$ cat config.mk
export PLATFORM = sky130hd
export DESIGN_NAME = mul_ctrl
export DESIGN_NICKNAME = d
export VERILOG_FILES = /design/src/rtl/mul_ctrl_pkg.sv /design/src/rtl/mul_ctrl_cache.sv /design/src/rtl/mul_ctrl.sv
export SDC_FILE = /design/constraint.sdc
export NUM_CORES = 1
export LEC_CHECK = 0
export BUFFER_PORTS_ARGS = -buffer_cell sky130_fd_sc_hd__buf_2
export CELL_PAD_IN_SITES_DETAIL_PLACEMENT = 1
export CELL_PAD_IN_SITES_GLOBAL_PLACEMENT = 1
export CORE_ASPECT_RATIO = 0.6
export CORE_MARGIN = 1
export CORE_UTILIZATION = 35
export CTS_CLUSTER_DIAMETER = 80
export DETAILED_ROUTE_END_ITERATION = 7
export PLACE_DENSITY_LB_ADDON = 0.05
export SYNTH_ARGS = -nofsm -noshare
export SYNTH_HDL_FRONTEND = slang
export SYNTH_SLANG_ARGS = --single-unit
$ cat constraint.sdc
create_clock -name clock -period 8.1 [get_ports clock]
set_clock_uncertainty 0.1 [all_clocks]
set_input_delay 1.215 -clock clock [delete_from_list [all_inputs] [get_ports clock]]
set_output_delay 1.215 -clock clock [all_outputs]
set_load 0.02 [all_outputs]
$ cat src/rtl/mul_ctrl_pkg.sv
// Shared types and helpers for the RV32M multiply request/response controller.
package mul_ctrl_pkg;

  localparam int unsigned XLEN   = 32;
  localparam int unsigned PROD_W = 64;

  typedef enum logic [1:0] {
    MUL    = 2'd0,
    MULH   = 2'd1,
    MULHSU = 2'd2,
    MULHU  = 2'd3
  } mul_op_t;

  // [1] = rs1 signed, [0] = rs2 signed
  localparam logic [1:0] SIGN_SS = 2'b11;
  localparam logic [1:0] SIGN_SU = 2'b10;
  localparam logic [1:0] SIGN_UU = 2'b00;

  // Operand key identifying one multiplier product
  typedef struct packed {
    logic [1:0]      sign;
    logic [XLEN-1:0] a;
    logic [XLEN-1:0] b;
  } mul_key_t;

  function automatic logic [1:0] op_sign(input mul_op_t op);
    case (op)
      MUL, MULH: return SIGN_SS;
      MULHSU:    return SIGN_SU;
      default:   return SIGN_UU;
    endcase
  endfunction

  function automatic logic op_hi(input mul_op_t op);
    return op != MUL;
  endfunction

  function automatic logic [XLEN-1:0] sel_word(input logic [PROD_W-1:0] prod, input logic hi);
    return hi ? prod[PROD_W-1:XLEN] : prod[XLEN-1:0];
  endfunction

endpackage

$ cat src/rtl/mul_ctrl_cache.sv
// One-entry product cache: operand/sign tag compare plus 64-bit product storage.
module mul_ctrl_cache
  import mul_ctrl_pkg::*;
(
  input  logic              clock,
  input  logic              reset,
  input  mul_key_t          i_lookup_key,
  input  logic              i_lookup_any_sign,
  output logic              o_hit_c,
  input  logic              i_fill_en,
  input  mul_key_t          i_fill_key,
  input  logic [PROD_W-1:0] i_fill_prod,
  output logic [PROD_W-1:0] o_prod
);

  logic              r_valid;
  mul_key_t          r_key;
  logic [PROD_W-1:0] r_prod;

  logic     w_valid;
  mul_key_t w_key;

  // A lookup during a fill sees the incoming entry, since that is what the cache holds next cycle
  assign w_valid = r_valid | i_fill_en;
  assign w_key   = i_fill_en ? i_fill_key : r_key;

  assign o_hit_c = w_valid
                 & (i_lookup_key.a == w_key.a)
                 & (i_lookup_key.b == w_key.b)
                 & (i_lookup_any_sign | (i_lookup_key.sign == w_key.sign));

  assign o_prod = r_prod;

  always_ff @(posedge clock) begin
    if (reset) begin
      r_valid <= 1'b0;
      r_key   <= '0;
      r_prod  <= '0;
    end else if (i_fill_en) begin
      r_valid <= 1'b1;
      r_key   <= i_fill_key;
      r_prod  <= i_fill_prod;
    end
  end

endmodule

$ cat src/rtl/mul_ctrl.sv
// EX-stage controller for the RV32M multiplier: issues requests, selects the
// result word and serves repeated operand pairs from a one-entry product cache.
module mul_ctrl
  import mul_ctrl_pkg::*;
#(
  parameter int unsigned TAG_W    = 5,
  parameter bit          CACHE_EN = 1'b1
) (
  input  logic              clock,
  input  logic              reset,
  input  logic              flush,
  input  logic              in_valid,
  output logic              in_ready,
  input  logic [1:0]        in_op,
  input  logic [XLEN-1:0]   in_a,
  input  logic [XLEN-1:0]   in_b,
  input  logic [TAG_W-1:0]  in_tag,
  output logic              mul_in_valid,
  input  logic              mul_in_ready,
  output logic [1:0]        mul_in_sign,
  output logic [XLEN-1:0]   mul_in_a,
  output logic [XLEN-1:0]   mul_in_b,
  output logic              mul_flush,
  input  logic              mul_out_valid,
  output logic              mul_out_ready,
  input  logic [PROD_W-1:0] mul_out_prod,
  output logic              out_valid,
  input  logic              out_ready,
  output logic [XLEN-1:0]   out_data,
  output logic [TAG_W-1:0]  out_tag
);

  typedef enum logic [1:0] {
    ST_IDLE = 2'd0,
    ST_BUSY = 2'd1,
    ST_HIT  = 2'd2
  } state_t;

  state_t           r_state;
  state_t           w_state_nxt;
  logic             r_pend_hi;
  logic [TAG_W-1:0] r_pend_tag;
  mul_key_t         r_pend_key;

  mul_op_t           w_op;
  mul_key_t          w_key;
  logic              w_block;
  logic              w_prod_fire;
  logic              w_cache_hit_c;
  logic              w_hit;
  logic              w_accept;
  logic [PROD_W-1:0] w_cache_prod;

  assign w_op    = mul_op_t'(in_op);
  assign w_key   = '{sign: op_sign(w_op), a: in_a, b: in_b};
  assign w_block = flush | reset;

  assign mul_in_sign = w_key.sign;
  assign mul_in_a    = in_a;
  assign mul_in_b    = in_b;
  assign mul_flush   = flush;
  assign out_tag     = r_pend_tag;

  // Only a product actually delivered to writeback is cached
  assign w_prod_fire = (r_state == ST_BUSY) & mul_out_valid & out_ready & ~w_block;

  mul_ctrl_cache u_cache (
    .clock             (clock),
    .reset             (reset),
    .i_lookup_key      (w_key),
    .i_lookup_any_sign (w_op == MUL),
    .o_hit_c           (w_cache_hit_c),
    .i_fill_en         (w_prod_fire),
    .i_fill_key        (r_pend_key),
    .i_fill_prod       (mul_out_prod),
    .o_prod            (w_cache_prod)
  );

  assign w_hit = CACHE_EN & w_cache_hit_c;

  // Handshakes, result mux and next state
  always_comb begin
    w_state_nxt   = r_state;
    in_ready      = 1'b0;
    mul_in_valid  = 1'b0;
    mul_out_ready = 1'b0;
    out_valid     = 1'b0;
    out_data      = '0;
    w_accept      = 1'b0;

    case (r_state)
      ST_IDLE: begin
        in_ready = w_hit | mul_in_ready;
      end
      ST_BUSY: begin
        out_valid     = mul_out_valid;
        out_data      = sel_word(mul_out_prod, r_pend_hi);
        mul_out_ready = out_ready;
        in_ready      = out_ready & mul_out_valid & (w_hit | mul_in_ready);
        if (out_ready & mul_out_valid) begin
          w_state_nxt = ST_IDLE;
        end
      end
      ST_HIT: begin
        out_valid = 1'b1;
        out_data  = sel_word(w_cache_prod, r_pend_hi);
        in_ready  = out_ready & (w_hit | mul_in_ready);
        if (out_ready) begin
          w_state_nxt = ST_IDLE;
        end
      end
      default: begin
        w_state_nxt = ST_IDLE;
      end
    endcase

    // Flush drains the multiplier output and kills the op in flight
    if (w_block) begin
      in_ready      = 1'b0;
      out_valid     = 1'b0;
      mul_out_ready = flush;
      w_state_nxt   = ST_IDLE;
    end

    w_accept     = in_valid & in_ready;
    mul_in_valid = w_accept & ~w_hit;
    if (w_accept) begin
      w_state_nxt = w_hit ? ST_HIT : ST_BUSY;
    end
  end

  always_ff @(posedge clock) begin
    if (reset) begin
      r_state    <= ST_IDLE;
      r_pend_hi  <= 1'b0;
      r_pend_tag <= '0;
      r_pend_key <= '0;
    end else begin
      r_state <= w_state_nxt;
      if (w_accept) begin
        r_pend_hi  <= op_hi(w_op);
        r_pend_tag <= in_tag;
        if (!w_hit) begin
          r_pend_key <= w_key;
        end
      end
    end
  end

endmodule

==> impl_metrics.tcl <==
set metrics [dict create \
    worstMarginPinSlew_ns 1.17 \
    post_cts_buffers 0 \
    critPathMaxFanout 56 \
    arrival_ns 5.18 \
    finalCriticalPeriod_ns 6.50 \
    yosysTopAreaCell "dfxtp_1" \
    max_clock_freq_mhz 154 \
    synth-edff-count 0 \
    vias_per_cell 5.30 \
    cts_buffer_depth 3 \
    endpoint_kind "output pin" \
    finalCritPeriodShare 0.802 \
    drc 0 \
    place.gp.congestion 0.909 \
    postCtsHoldBufs 0 \
    crit_path_start_kind "input port" \
    synthDominantCellAreaShare 0.367 \
    numClockSinks 205 \
    dr.pass1.iters 5 \
    holdWs_ns 0.354 \
    postLayoutSetupSlackWorst_ns 1.60 \
    finalHoldViolations 0 \
    cts_tree "built" \
    ys_warn_count 0 \
    synth_top_flop_cell "dfxtp_1" \
    maxCapViolations 0 \
    clk_pin_slew_ns 0.06 \
    worst_ep_required_time_ns 6.78 \
    rsz0062_at_grt "false" \
    finalSetupViolations 0 \
    synth_area_leaders "dfxtp_1, mux2_2, nand2_1" \
    grt_pass1_wl_mm 60.6 \
    status "completed" \
    netlist_area_mm2 0.0112 \
    ios 250 \
    htreeDepth 1 \
    final_cells 1914 \
    die_w_um 233 \
    ys_seq_area_frac 0.367 \
    root_buffer "clkbuf_16" \
    grt_max_degree 70 \
    synth-seq-cells 205 \
    rows 50 \
    pre_cts_ws_ns 1.58 \
    port_buffers 249 \
    clock_latency_ns 0.52 \
    grt-ovfl-total 0 \
    core_mm2 0.0313 \
    max_stage_delay_ns 0.94 \
    irDropWorstVdd_uv 143 \
    cts_resized 0 \
    yosysUniqueCellTypes 68 \
    slew_headroom 0.223 \
    vias 10200 \
    start_util 0.357 \
    synth_common_cells "nand2_1, dfxtp_1, a21oi_1, nor2b_1, mux2_2" \
    layout-drive-gt1-share 0.261 \
    syn_to_final_growth_pct 15.7 \
    wirelength_mm 39.7 \
    p_leak_nw 5.30 \
    hp-class "flop to flop" \
    numPlacedInstances 1877 \
    nets 1631 \
    setup_tns_ns 0 \
    syn_nets 1490 \
    wl_per_cell_um 20.7 \
    crit_slowest_cell "nor2_4" \
    syn-instance-count 1344 \
    grt_usage 0.240 \
    yosysMostFrequentCell "nand2_1" \
    grt_pass1_vias 10100 \
    path_class "input port to output pin" \
    antenna_found_initial 1 \
    ys_async_sr_fraction 0 \
    cts-buffers-inserted 22 \
    dieArea_mm2 0.0327 \
    dpl.hpwl_mm 28.9 \
    path_cells "buf_6 -> nand4bb_1 -> nor2_4 -> a21oi_1 -> a2111oi_0 -> nand4_1 -> or4b_2 -> o21ai_4 -> inv_2 -> buf_2" \
    initialDrtViolationCount 613 \
    drv_slew 0 \
    die_height_um 140 \
    antenna_left 0 \
    powerDensity_mw_per_mm2 179 \
    syn_avg_cell_area_um2 8.32 \
]
## worst paths after layout
check,start,end,slack [ns],depth (start not counted)
worst max-delay path,reset,mul_in_valid,1.60,10
worst min-delay path,u_cache.o_prod[61],u_cache.o_prod[61],0.35,2
worst max register to register,r_state[1],r_pend_key[9],2.36,12
worst min register to register,u_cache.o_prod[61],u_cache.o_prod[61],0.35,2
## power by group
group | internal, mW | switching (mW)
Sequential | 1.02 | 0.0141
Combinational | 0.0947 | 0.160
Clock | 0.593 | 0.425
Total | 1.71 | 0.599
## placed cells by master, fill, tap and decap left out, types with 6 or more instances in the layout
cell type	synthesis	layout
buf_4	69	14
o21ai_0	12	12
nor2_1	45	45
a22oi_1	39	39
nand2b_1	29	29
a2111oi_0	6	6
nor4_1	10	10
mux2_1	27	27
dfxtp_1	205	204
nor3_1	13	13
nor2b_1	91	91
nand3_1	8	8
o22ai_1	20	20
clkbuf_16	0	23
xnor2_1	10	10
nand4_1	6	6
nand2_1	244	244
o2111ai_1	13	13
inv_1	55	55
a211oi_1	8	8
mux2_2	82	82
clkbuf_1	62	6
buf_2	4	248
mux2i_1	42	42
xor2_1	18	18
a21oi_1	135	135
## per-stage QoR
| stage | utilization | power [mW] | instance area (um2) |
|---|---|---|---|
| 2_1_floorplan | - | 1.21 | 11200 |
| 3_3_place_gp | 0.391 | 1.31 | 12200 |
| 3_5_place_dp | 0.391 | 1.31 | 12200 |
| 4_1_cts | 0.413 | 2.34 | 12900 |
| 5_1_grt | 0.413 | 2.40 | 12900 |
| 6_report | 0.413 | 2.31 | 12900 |
## sequential cells by signal, summed over array words and instances, names as in the netlist
| signal | cells |
|---|---|
| r_pend_key | 66 |
| u_cache.r_key | 66 |
| u_cache.o_prod | 64 |
| out_tag | 5 |
| r_state | 2 |
| r_pend_hi | 1 |
| u_cache.r_valid | 1 |
## final cells by class
class / instances / area, um2
antenna: 1 / 2.50
clock inverter: 2 / 35.0
clock buffer: 34 / 667
sequential: 205 / 4110
inverter: 56 / 210
tap: 416 / 520
multi-input combinational: 937 / 6030
timing repair buffer: 263 / 1360
fill: 3776 / 18300
## routing by layer
layer,part of all wire,vias up,global-route usage
met5,0,-,0
met4,0.015,0,0.0413
met3,0.069,40,0.0552
met2,0.40,298,0.340
met1,0.51,4974,0.366
li1,-,4840,-
## kinds of logic after synthesis
group | after synthesis | synth area share
AND/OR/NAND/NOR | 477 | 0.205
AO/OA/AOI/OAI | 277 | 0.159
flip-flops | 205 | 0.367
buffers and inverters | 202 | 0.0948
multiplexers | 151 | 0.147
XOR/XNOR | 28 | 0.0219
adder cells (fa/ha/maj) | 4 | 0.00448
## critical path, delay by kind of cell
family,cells,cell delay (ns)
buffers and inverters,3,0.51
AOI/OAI and AO/OA,3,0.98
and+or+nand+nor,4,2.46
No activity file was read; power rests on OpenSTA's default activity.
